[config.mk]
export PLATFORM = sky130hd
export DESIGN_NAME = arm_controller
export DESIGN_NICKNAME = d
export VERILOG_FILES = /design/src/rtl/arm_controller.sv
export SDC_FILE = /design/constraint.sdc
export NUM_CORES = 1
export LEC_CHECK = 0
export CAP_MARGIN = 0
export CORE_MARGIN = 2
export CORE_UTILIZATION = 26
export DETAILED_ROUTE_END_ITERATION = 10
export PLACE_DENSITY = 0.95
export SLEW_MARGIN = 20
export SYNTH_ARGS = -nofsm -noshare
export SYNTH_HDL_FRONTEND = slang
export SYNTH_SLANG_ARGS = --single-unit
export TNS_END_PERCENT = 5
[constraint.sdc]
create_clock -name clk -period 2.6 [get_ports clk]
set_input_delay 0.52 -clock clk [delete_from_list [all_inputs] [get_ports clk]]
set_output_delay 0.52 -clock clk [all_outputs]
set_load 0.03 [all_outputs]
[src/rtl/arm_controller.sv]
// Multi-cycle ARM-subset control unit: decode, condition check, memory handshake FSM, sticky halt.
// Define ARM_CTRL_COND_EXEC_EN to evaluate condition codes; otherwise every instruction is condition-passed.
module arm_controller (
  input  logic        clk,
  input  logic        reset,
  input  logic [31:0] Instr,
  input  logic [3:0]  ALUFlags,
  input  logic        mem_ready,
  output logic [1:0]  RegSrc,
  output logic        RegWrite,
  output logic [1:0]  ImmSrc,
  output logic        ALUSrc,
  output logic [3:0]  ALUControl,
  output logic        MemToReg,
  output logic        PCSrc,
  output logic        MemWrite,
  output logic        mem_req,
  output logic        PCEn,
  output logic        halted
);

  localparam logic [3:0] ALU_ADD = 4'b0000;
  localparam logic [3:0] ALU_SUB = 4'b0001;
  localparam logic [3:0] ALU_AND = 4'b0010;
  localparam logic [3:0] ALU_ORR = 4'b0011;
  localparam logic [3:0] ALU_EOR = 4'b0100;
  localparam logic [3:0] ALU_MOV = 4'b0101;

  typedef enum logic [1:0] {S_RUN, S_MEMWAIT, S_HALT} state_t;

  state_t      r_state;
  state_t      w_next;
  logic [3:0]  r_flags;

  logic [1:0]  w_op;
  logic [5:0]  w_funct;
  logic [3:0]  w_cmd;
  logic        w_rd_pc;
  logic        w_is_dp;
  logic        w_is_mem;
  logic        w_is_br;
  logic        w_is_ldr;
  logic        w_is_str;
  logic        w_is_cmp;
  logic        w_dp_ok;
  logic [3:0]  w_dp_alu;
  logic        w_undef;
  logic        w_cond_pass;
  logic        w_flag_we;
  logic        w_unused_bits;

  assign w_op     = Instr[27:26];
  assign w_funct  = Instr[25:20];
  assign w_cmd    = w_funct[4:1];
  assign w_rd_pc  = (Instr[15:12] == 4'hF);
  assign w_is_dp  = (w_op == 2'b00);
  assign w_is_mem = (w_op == 2'b01);
  assign w_is_br  = (w_op == 2'b10);
  assign w_is_ldr = w_is_mem & w_funct[0];
  assign w_is_str = w_is_mem & ~w_funct[0];
  assign w_is_cmp = w_is_dp & (w_cmd == 4'b1010);
  assign w_undef  = (w_op == 2'b11) | (w_is_dp & ~w_dp_ok);
  assign w_unused_bits = ^{Instr[19:16], Instr[11:0]};

  always_comb begin
    w_dp_ok  = 1'b1;
    w_dp_alu = ALU_ADD;
    case (w_cmd)
      4'b0100: w_dp_alu = ALU_ADD;
      4'b0010: w_dp_alu = ALU_SUB;
      4'b0000: w_dp_alu = ALU_AND;
      4'b1100: w_dp_alu = ALU_ORR;
      4'b0001: w_dp_alu = ALU_EOR;
      4'b1101: w_dp_alu = ALU_MOV;
      4'b1010: w_dp_alu = ALU_SUB;
      default: w_dp_ok  = 1'b0;
    endcase
  end

`ifdef ARM_CTRL_COND_EXEC_EN
  logic w_n;
  logic w_z;
  logic w_c;
  logic w_v;
  assign {w_n, w_z, w_c, w_v} = r_flags;

  always_comb begin
    w_cond_pass = 1'b0;
    case (Instr[31:28])
      4'b0000: w_cond_pass = w_z;
      4'b0001: w_cond_pass = ~w_z;
      4'b0010: w_cond_pass = w_c;
      4'b0011: w_cond_pass = ~w_c;
      4'b0100: w_cond_pass = w_n;
      4'b0101: w_cond_pass = ~w_n;
      4'b0110: w_cond_pass = w_v;
      4'b0111: w_cond_pass = ~w_v;
      4'b1000: w_cond_pass = w_c & ~w_z;
      4'b1001: w_cond_pass = ~w_c | w_z;
      4'b1010: w_cond_pass = (w_n == w_v);
      4'b1011: w_cond_pass = (w_n != w_v);
      4'b1100: w_cond_pass = ~w_z & (w_n == w_v);
      4'b1101: w_cond_pass = w_z | (w_n != w_v);
      4'b1110: w_cond_pass = 1'b1;
      default: w_cond_pass = 1'b0;
    endcase
  end
`else
  logic w_unused_cond;
  assign w_unused_cond = ^Instr[31:28];
  assign w_cond_pass   = 1'b1;
`endif

  // Static decode depends only on Instr, independent of FSM state.
  always_comb begin
    RegSrc   = {w_is_str, w_is_br};
    MemToReg = w_is_ldr;
    ImmSrc   = w_is_mem ? 2'b01 : (w_is_br ? 2'b10 : 2'b00);
    ALUSrc   = w_is_dp ? w_funct[5] : 1'b1;
    if (w_is_dp)       ALUControl = w_dp_alu;
    else if (w_is_mem) ALUControl = w_funct[3] ? ALU_ADD : ALU_SUB;
    else               ALUControl = ALU_ADD;
  end

  always_comb begin
    w_next    = r_state;
    RegWrite  = 1'b0;
    MemWrite  = 1'b0;
    mem_req   = 1'b0;
    PCEn      = 1'b0;
    PCSrc     = 1'b0;
    w_flag_we = 1'b0;
    case (r_state)
      S_RUN: begin
        if (w_undef) begin
          w_next = S_HALT;
        end else if (w_is_mem) begin
          if (w_cond_pass) begin
            mem_req = 1'b1;
            w_next  = S_MEMWAIT;
          end else begin
            PCEn = 1'b1;
          end
        end else begin
          PCEn = 1'b1;
          if (w_cond_pass) begin
            if (w_is_br) begin
              PCSrc = 1'b1;
            end else begin
              RegWrite  = ~w_is_cmp;
              PCSrc     = ~w_is_cmp & w_rd_pc;
              w_flag_we = w_funct[0] | w_is_cmp;
            end
          end
        end
      end
      S_MEMWAIT: begin
        mem_req = 1'b1;
        if (mem_ready) begin
          PCEn     = 1'b1;
          MemWrite = w_is_str;
          RegWrite = w_is_ldr;
          PCSrc    = w_is_ldr & w_rd_pc;
          w_next   = S_RUN;
        end
      end
      S_HALT:  w_next = S_HALT;
      default: w_next = S_RUN;
    endcase
    // Reset wins over mem_ready: a pending access is abandoned with no side effects.
    if (reset) begin
      RegWrite  = 1'b0;
      MemWrite  = 1'b0;
      mem_req   = 1'b0;
      PCEn      = 1'b0;
      PCSrc     = 1'b0;
      w_flag_we = 1'b0;
      w_next    = S_RUN;
    end
  end

  assign halted = (r_state == S_HALT);

  always_ff @(posedge clk) begin
    if (reset) begin
      r_state <= S_RUN;
      r_flags <= '0;
    end else begin
      r_state <= w_next;
      if (w_flag_we) r_flags <= ALUFlags;
    end
  end

endmodule
==> run_results.csv, run 1 <==
group,metric,value,unit
clock_tree,clock_latency,0.23,ns
run,drv_cap,0,
pwr,power.density,322,nW/um^2
timing,clock.fmax,399,MHz
clock_tree,cts.sinks,2,
yosys,yosys.area.top_type_share,0.112,
pwr,p_leak,0.306,nW
yosys,synth_most_common_cell,"nor2_1",
clock_tree,path_clk_slew,0.03,ns
yosys,synth_edf_count,0,
setup_path,max_stage_delay,0.60,ns
floorplanning,die_area,1880,sq um
yosys,ys_seq_area_frac,0.0994,
detailed_routing,dr_total_vias,520,
worst_hold_path,holdPathStages,2,
yosys,async_flop_share,0,
timing,hold_viol_final,0,
setup_path,r2r_start,"r_state[0]",
setup_path,cp.depth,3,
worst_hold_path,worstHoldStart,"r_state[1]",
final_layout,num-nets-final,129,
floorplanning,initial_core_util,0.274,
setup_path,worstPathCellList,"clkdlybuf4s50_1 > or3_1 > clkdlybuf4s50_1",
grt,first_global_vias,480,
grt,met2_usage,0.236,
timing,rsz0062_at_grt,"no",
pwr,irDropWorstVdd,0.123,mV
grt,busiest_layer,"met2",
yosys,syn_avg_cell_area,6.40,sq um
grt,grt_max_degree,10,
timing,setup_tns,0,ns
yosys,ys_top_cells_by_count,"nor2_1 (9), buf_4 (6), a21oi_1 (5)",
clock_tree,cts_tree,"yes",
final_layout,n_antenna_cell,0,
final_layout,regMostFlops,"r_state",
floorplanning,dieHeight,43.4,um
placement,gp_congestion,0.799,
setup_path,start_kind,"input pin",
final_layout,area_growth,64.3,%
detailed_routing,drt_pre_antenna_iters,4,
timing,fin_ws,0.0928,ns
floorplanning,fp.dieW,43.4,um
timing,finalSetupViolations,0,
setup_path,cp.arrival,1.99,ns
yosys,yosysTopAreaCell,"buf_4",
setup_path,path_class,"input pin to output port",
final_layout,largest_reg_flops,2,
grt,use_met1,0.142,
yosys,syn-num-nets,102,
final_layout,fin_util,0.450,
setup_path,reg2regPathDepth,2,
setup_path,worst-path-buf-inv,2,
timing,slew_viol_final,0,
clock_tree,numCtsBuffers,3,
yosys,ys_types,29,
setup_path,path_delay_family,"buffers and inverters",
floorplanning,row_count,14,
yosys,synth_area_leaders,"buf_4 (11%), dfxtp_1 (9.9%), nor2_1 (8.4%), a21oi_1 (6.2%), buf_6 (5.6%)",
floorplanning,io_pins,55,
clock_tree,cts.path.max_buffers,2,
yosys,ys_ff_latch,2,
run_status,outcome,"finished, final reports clean",
placement,hpwl,945,um
grt,antenna_found_initial,0,
setup_path,slowest_stage,"clkdlybuf4s50_1",
setup_path,worstPathRequired,2.08,ns
detailed_routing,wl_per_cell,11.4,um
clock_tree,cts-root-buf,"clkbuf_4",
setup_path,cpMostUsedCell,"clkdlybuf4s50_1",
timing,min_period,2.51,ns
grt,grt_pass1_wl,1.90,mm
setup_path,crit_start,"Instr[26]",
placement,dp_slack,0.0427,ns
clock_tree,htreeDepth,1,
final_layout,drive_above_1_share,0.250,
worst_hold_path,hold_path_class,"flop to flop",
floorplanning,design.core.area,1470,sq um
timing,skew,0.00333,ns
grt,grt_use_total,0.130,
setup_path,cp_max_fo,6,
yosys,syn_inst,63,
detailed_routing,wl,1.18,mm
setup_path,reg2reg_slack,1.58,ns
worst_hold_path,whs_endpoint,"r_state[1]",
yosys,netlist_area,403,sq um
yosys,synthFlopType,"dfxtp_1",
setup_path,r2r_end,"r_state[0]",
detailed_routing,drt-initial-drc-count,9,
timing,timing.final.crit_share,0.964,
detailed_routing,postRouteAntennaNets,0,
final_layout,top_regs,"r_state: 2 flops",
detailed_routing,drc,0,
grt,use_met3,0.0333,
grt,grt_remaining_overflow,0,
detailed_routing,via_per_inst,5.00,
placement,io_buffers,29,
setup_path,cp-end-kind,"output port",
yosys,yosysWarnings,0,
-- worst max path at each step --
stage,endpoint
floorplan,MemWrite
global placement,PCEn
detailed placement,PCEn
CTS,PCEn
global route,PCEn
finish,ALUSrc
-- layout make-up --
type	instances	area (sq um)
clock buffer	3	22.5
fill	151	810
inverter	5	18.8
multi-input combinational	47	275
sequential	2	40.0
tap	16	20.0
timing repair buffer	31	285
-- cells in the final DEF (no fill, tap or decap), types with 3 or more instances in the layout --
master	synthesis	layout
dlymetal6s2s_1	0	3
inv_1	3	3
nand2_1	4	4
buf_4	6	13
nand3b_1	3	3
nor2_1	9	9
a21oi_1	5	5
clkbuf_4	0	3
clkdlybuf4s50_1	0	15
-- logic make-up (layout without fill, tap and decap cells) --
kind of cell | Yosys count | in the layout | share of synthesized area
other | 1 | 1 | 0.00931
AND/OR/NAND/NOR | 31 | 31 | 0.435
flip-flops | 2 | 2 | 0.0994
AO/OA/AOI/OAI | 14 | 14 | 0.202
multiplexers | 1 | 1 | 0.0279
buffers and inverters | 14 | 39 | 0.227
-- where the power goes --
group | internal (mW) | switching, mW | total [mW]
Sequential | 0.0333 | 0.00369 | 0.0370
Clock | 0.0511 | 0.0196 | 0.0707
Combinational | 0.0494 | 0.0560 | 0.105
-- metrics by stage --
| step | hold slack [ns] | area, sq um | power [mW] | std cells |
|---|---|---|---|---|
| 2_1_floorplan | 0.517 | 403 | 0.102 | 63 |
| 3_3_place_gp | 0.554 | 628 | 0.139 | 101 |
| 3_5_place_dp | 0.567 | 628 | 0.142 | 101 |
| 4_1_cts | 0.572 | 651 | 0.214 | 104 |
| 5_1_grt | 0.601 | 662 | 0.226 | 104 |
| 6_report | 0.567 | 662 | 0.213 | 104 |
-- routing by layer --
metal  vias up  routed length, um
met1       229                469
met5         -                  0
met3         2                 96
met4         0                 13
li1        261                  -
met2        28                602
-- timing repair --
item | CTS | global route
resized for setup | 0 | 4
setup buffers | 0 | 0
hold buffers | 0 | 0
endpoints found under the setup margin | 0 | 1
-- worst register-to-register path, delay by kind of cell (launching register included) --
kind,cells,cell delay (ns)
flops,1,0.50
mux,1,0.38
simple gates,1,0.08
No activity file was read; power rests on OpenSTA's default activity.
==> inputs of run 2 (changes only) <==
--- a/config.mk
+++ b/config.mk
@@ -6,10 +6,11 @@
 export NUM_CORES = 1
 export LEC_CHECK = 0
 export CAP_MARGIN = 0
+export CORE_ASPECT_RATIO = 1.25
 export CORE_MARGIN = 2
-export CORE_UTILIZATION = 26
+export CORE_UTILIZATION = 24
 export DETAILED_ROUTE_END_ITERATION = 10
-export PLACE_DENSITY = 0.95
+export PLACE_DENSITY = 0.9
 export SLEW_MARGIN = 20
 export SYNTH_ARGS = -nofsm -noshare
 export SYNTH_HDL_FRONTEND = slang
==> constraint.sdc (replaced) <==
create_clock -name clk -period 2.7 [get_ports clk]
set_input_delay 0.54 -clock clk [delete_from_list [all_inputs] [get_ports clk]]
set_output_delay 0.54 -clock clk [all_outputs]
set_load 0.03 [all_outputs]
==> run_results.csv, run 2 (same netlist as run 1, synthesis figures left out) <==
group,metric,value,unit
pwr,power.density,302,nW/um^2
floorplanning,io_pins,55,
timing,skew,0.00205,ns
final_layout,fin_util,0.426,
run,drv_cap,0,
final_layout,fillCellCount,171,
final_layout,drive_above_1_share,0.225,
grt,grt_max_degree,10,
placement,place_inst,104,
floorplanning,fp.dieW,40.6,um
placement,io_buffers,29,
final_layout,top_regs,"r_state: 2 flops",
clock_tree,cts-hold-fix-buffers,0,
setup_path,path_class,"input pin to output port",
timing,slew_viol_final,0,
final_layout,mostFrequentLayoutCells,"clkdlybuf4s50_1 (17), buf_4 (12), nor2_1 (9)",
clock_tree,htreeDepth,1,
clock_tree,cts_resized,0,
floorplanning,row_count,16,
floorplanning,die_area,2020,sq um
detailed_routing,wl,1.09,mm
timing,setup_tns,0,ns
clock_tree,cts.sinks,2,
detailed_routing,drc,0,
final_layout,regMostFlops,"r_state",
placement,hpwl,919,um
final_layout,layout.cells.non_filler,107,
floorplanning,design.core.area,1580,sq um
clock_tree,path_clk_slew,0.03,ns
timing,rsz0062_at_grt,"no",
final_layout,final_common_cell,"clkdlybuf4s50_1",
final_layout,num-nets-final,130,
pwr,total_power,0.203,mW
run_status,outcome,"finished, final reports clean",
detailed_routing,drt-initial-drc-count,16,
detailed_routing,dr_total_vias,509,
final_layout,n_antenna_cell,0,
grt,grt_remaining_overflow,0,
placement,gp_congestion,0.797,
timing,hold_viol_final,0,
setup_path,cp_max_fo,6,
detailed_routing,drt_pre_antenna_iters,4,
grt,antenna_found_initial,0,
detailed_routing,wl_per_cell,10.2,um
setup_path,cp-end-kind,"output port",
setup_path,start_kind,"input pin",
floorplanning,dieHeight,49.8,um
final_layout,area_growth,67.1,%
pwr,irDropWorstVdd,0.0753,mV
clock_tree,cts_tree,"yes",
timing,min_period,2.59,ns
floorplanning,initial_core_util,0.255,
setup_path,cp.arrival,2.05,ns
placement,place_area,643,sq um
clock_tree,numCtsBuffers,3,
grt,grt_pass1_wl,1.92,mm
clock_tree,cts_setup_buffers,0,
final_layout,final_cell_area,673,sq um
worst_hold_path,hold_path_class,"flop to flop",
timing,timing.final.crit_share,0.958,
detailed_routing,via_per_inst,4.76,
timing,clock.fmax,387,MHz
timing,finalSetupViolations,0,
grt,grt_use_total,0.134,
final_layout,largest_reg_flops,2,
grt,first_global_vias,496,
pwr,p_leak,0.307,nW
clock_tree,cts.path.max_buffers,2,
clock_tree,clock_latency,0.22,ns
setup_path,worstPathRequired,2.16,ns
clock_tree,cts-root-buf,"clkbuf_4",
detailed_routing,postRouteAntennaNets,0,
==> run 2: worst max-delay path, cell delays in order <==
cell	delay, ns
clkdlybuf4s50_1	0.57
nand2_1	0.16
nor2_1	0.11
clkdlybuf4s50_1	0.67
==> run 2: final timing paths <==
kind,cells past startpoint,slack (ns),from,endpoint
worst min register to register,2,0.56,r_state[1],r_state[1]
worst max-delay path,4,0.11,Instr[26],RegSrc[1]
worst max register to register,2,1.71,r_state[0],r_state[0]
worst min-delay path,2,0.56,r_state[1],r_state[1]
==> run 2: stage by stage <==
stage / setup WS (ns) / hold slack, ns
floorplan: 0.331 / 0.517
global placement: 0.104 / 0.542
detailed placement: 0.0896 / 0.549
CTS: 0.0862 / 0.559
global route: 0.00354 / 0.626
finish: 0.113 / 0.563
==> run 2: power by group <==
group          leakage (nW)  internal (mW)  switching, mW
clock network        0.0138         0.0491         0.0176
logic                 0.277         0.0487         0.0526
registers            0.0165         0.0321        0.00324
total                 0.307          0.130         0.0734
==> run 2: final cells by class <==
type	count	area (sq um)	area share
repair buffers	32	298	0.442
flip-flops and latches	2	40.0	0.0595
inverters	5	18.8	0.0279
clock buffers	3	22.5	0.0335
well taps	18	22.5	0.0335
multi-input cells	47	272	0.403
==> run 2: routing by layer <==
| metal | global-route usage | up-vias | share of wire |
|---|---|---|---|
| li1 | - | 265 | - |
| met1 | 0.146 | 223 | 0.41 |
| met2 | 0.225 | 21 | 0.52 |
| met3 | 0.0315 | 0 | 0.073 |
| met4 | 0.0667 | 0 | 0 |
| met5 | 0 | - | 0 |
==> inputs of run 3 (changes only) <==
--- a/config.mk
+++ b/config.mk
@@ -10,7 +10,7 @@
 export CORE_MARGIN = 2
 export CORE_UTILIZATION = 24
 export DETAILED_ROUTE_END_ITERATION = 10
-export PLACE_DENSITY = 0.9
+export PLACE_DENSITY = 0.85
 export SLEW_MARGIN = 20
 export SYNTH_ARGS = -nofsm -noshare
 export SYNTH_HDL_FRONTEND = slang
==> constraint.sdc (replaced) <==
create_clock -name clk -period 2.7 [get_ports clk]
set_input_delay 0.27 -clock clk [delete_from_list [all_inputs] [get_ports clk]]
set_output_delay 0.27 -clock clk [all_outputs]
set_load 0.03 [all_outputs]
==> run_results.csv, run 3 (same netlist as run 1, synthesis figures left out) <==
group,metric,value,unit
run_status,outcome,"finished, final reports clean",
setup_path,cp_max_fo,9,
placement,gp_congestion,0.811,
clock_tree,cts_setup_buffers,0,
setup_path,crit_start,"Instr[23]",
setup_path,r2r_start,"r_state[0]",
final_layout,top_regs,"r_state: 2 flops",
setup_path,cp-endpoint,"PCEn",
floorplanning,fp.dieW,40.6,um
detailed_routing,wl,1.07,mm
detailed_routing,top_layer_used,"met3",
worst_hold_path,hold_path_class,"flop to flop",
setup_path,worstPathCellList,"clkdlybuf4s50_1 > nor3b_2 > nand3b_1 > a211o_1 > a21oi_1 > clkdlybuf4s50_1",
placement,dp_slack,0.125,ns
setup_path,r2r_end,"r_state[0]",
detailed_routing,drt_pre_antenna_iters,4,
final_layout,area_growth,67.1,%
final_layout,regMostFlops,"r_state",
timing,setup_tns,0,ns
timing,fin_hold_ws,0.554,ns
timing,fin_ws,0.123,ns
grt,grt_use_total,0.125,
detailed_routing,drt-initial-drc-count,13,
clock_tree,path_clk_slew,0.03,ns
clock_tree,cts.path.max_buffers,2,
pwr,p_leak,0.253,nW
setup_path,cp.arrival,2.31,ns
clock_tree,cts_resized,0,
pwr,power.density,299,nW/um^2
setup_path,cp-end-kind,"output port",
timing,hold_viol_final,0,
setup_path,reg2regPathDepth,2,
pwr,irDropWorstVdd,0.118,mV
final_layout,fin_util,0.426,
placement,io_buffers,29,
floorplanning,row_count,16,
pwr,power.share.combinational,0.505,
final_layout,largest_reg_flops,2,
grt,grt_pass1_wl,1.81,mm
clock_tree,numCtsBuffers,3,
grt,first_global_vias,469,
run,drv_cap,0,
setup_path,start_kind,"input pin",
detailed_routing,via_per_inst,4.89,
worst_hold_path,holdPathStages,2,
pwr,p_int,0.130,mW
detailed_routing,wl_per_cell,10.2,um
pwr,p_sw,0.0710,mW
timing,min_period,2.58,ns
final_layout,drive_above_1_share,0.103,
placement,place_area,651,sq um
grt,antenna_found_initial,0,
floorplanning,die_area,2020,sq um
clock_tree,cts.sinks,2,
setup_path,max_stage_delay,0.68,ns
final_layout,final_common_cell,"clkdlybuf4s50_1",
grt,grt_max_degree,10,
clock_tree,cts-hold-fix-buffers,0,
setup_path,worstPathRequired,2.43,ns
setup_path,cpMostUsedCell,"clkdlybuf4s50_1",
pwr,clock_power_share,0.320,
detailed_routing,wl_met2,565,um
final_layout,num-nets-final,128,
timing,slew_viol_final,0,
detailed_routing,postRouteAntennaNets,0,
setup_path,slowest_stage,"clkdlybuf4s50_1",
timing,clock.fmax,388,MHz
floorplanning,io_pins,55,
placement,hpwl,906,um
final_layout,final_cell_area,673,sq um
detailed_routing,routedLengthMet1,423,um
timing,finalSetupViolations,0,
clock_tree,cts-root-buf,"clkbuf_4",
setup_path,reg2reg_slack,1.69,ns
timing,rsz0062_at_grt,"no",
clock_tree,clock_latency,0.22,ns
clock_tree,htreeDepth,1,
final_layout,mostFrequentLayoutCells,"clkdlybuf4s50_1 (29), nor2_1 (9), a21oi_1 (5)",
pwr,seqPwrFrac,0.175,
timing,skew,0.00131,ns
setup_path,path_class,"input pin to output port",
detailed_routing,dr_total_vias,513,
detailed_routing,drc,0,
floorplanning,initial_core_util,0.255,
floorplanning,dieHeight,49.8,um
clock_tree,cts_tree,"yes",
detailed_routing,dr_wl_met3,84,um
timing,timing.final.crit_share,0.955,
final_layout,n_antenna_cell,0,
pwr,sw_frac_of_total,0.352,
floorplanning,design.core.area,1580,sq um
grt,grt_remaining_overflow,0,
-- run 3: cell count changes in the layout (fill, tap and decap cells not counted) --
| cell | before | now |
|---|---|---|
| dlymetal6s2s_1 | 3 | 0 |
| clkdlybuf4s50_1 | 17 | 29 |
| buf_4 | 12 | 1 |
-- run 3: layer usage --
layer,vias up,GRT usage
met5,-,0
met4,0,0.0500
met3,0,0.0315
met2,22,0.209
met1,223,0.140
li1,268,-
-- run 3: final cells by class --
| class | count | area, sq um |
|---|---|---|
| Fill cell | 167 | 908 |
| Timing Repair Buffer | 30 | 298 |
| Multi-Input combinational cell | 47 | 272 |
| Sequential cell | 2 | 40.0 |
| Clock buffer | 3 | 22.5 |
| Tap cell | 18 | 22.5 |
| Inverter | 5 | 18.8 |
-- run 3: power by group through the flow --
| stage | Combinational [mW] | Sequential (mW) | Clock (mW) |
|---|---|---|---|
| 4_1_cts | 0.103 | 0.0353 | 0.0687 |
| 3_3_place_gp | 0.101 | 0.0355 | 0 |
| 2_1_floorplan | 0.0650 | 0.0334 | 0 |
| 5_1_grt | 0.110 | 0.0360 | 0.0727 |
| 6_report | 0.102 | 0.0352 | 0.0645 |
| 3_5_place_dp | 0.102 | 0.0357 | 0 |
-- run 3: worst max-delay path: cells and delay by family --
kind | cells | cell delay, ns
AO/OA/AOI/OAI | 2 | 0.46
buffers and inverters | 2 | 1.31
AND/OR/NAND/NOR | 2 | 0.28
-- run 3: how the worst min path moves through the flow --
| stage | from | to | slack, ns |
|---|---|---|---|
| floorplan | reset | r_state[1] | 0.34 |
| global placement | r_state[1] | r_state[1] | 0.54 |
| detailed placement | r_state[1] | r_state[1] | 0.56 |
| CTS | r_state[1] | r_state[1] | 0.56 |
| global route | r_state[1] | r_state[1] | 0.61 |
| finish | r_state[1] | r_state[1] | 0.55 |
-- run 3: metrics by stage --
step           total power [mW]  std cells
2_1_floorplan            0.0985         63
3_3_place_gp              0.136        102
3_5_place_dp              0.138        102
4_1_cts                   0.207        105
5_1_grt                   0.219        105
6_report                  0.202        105
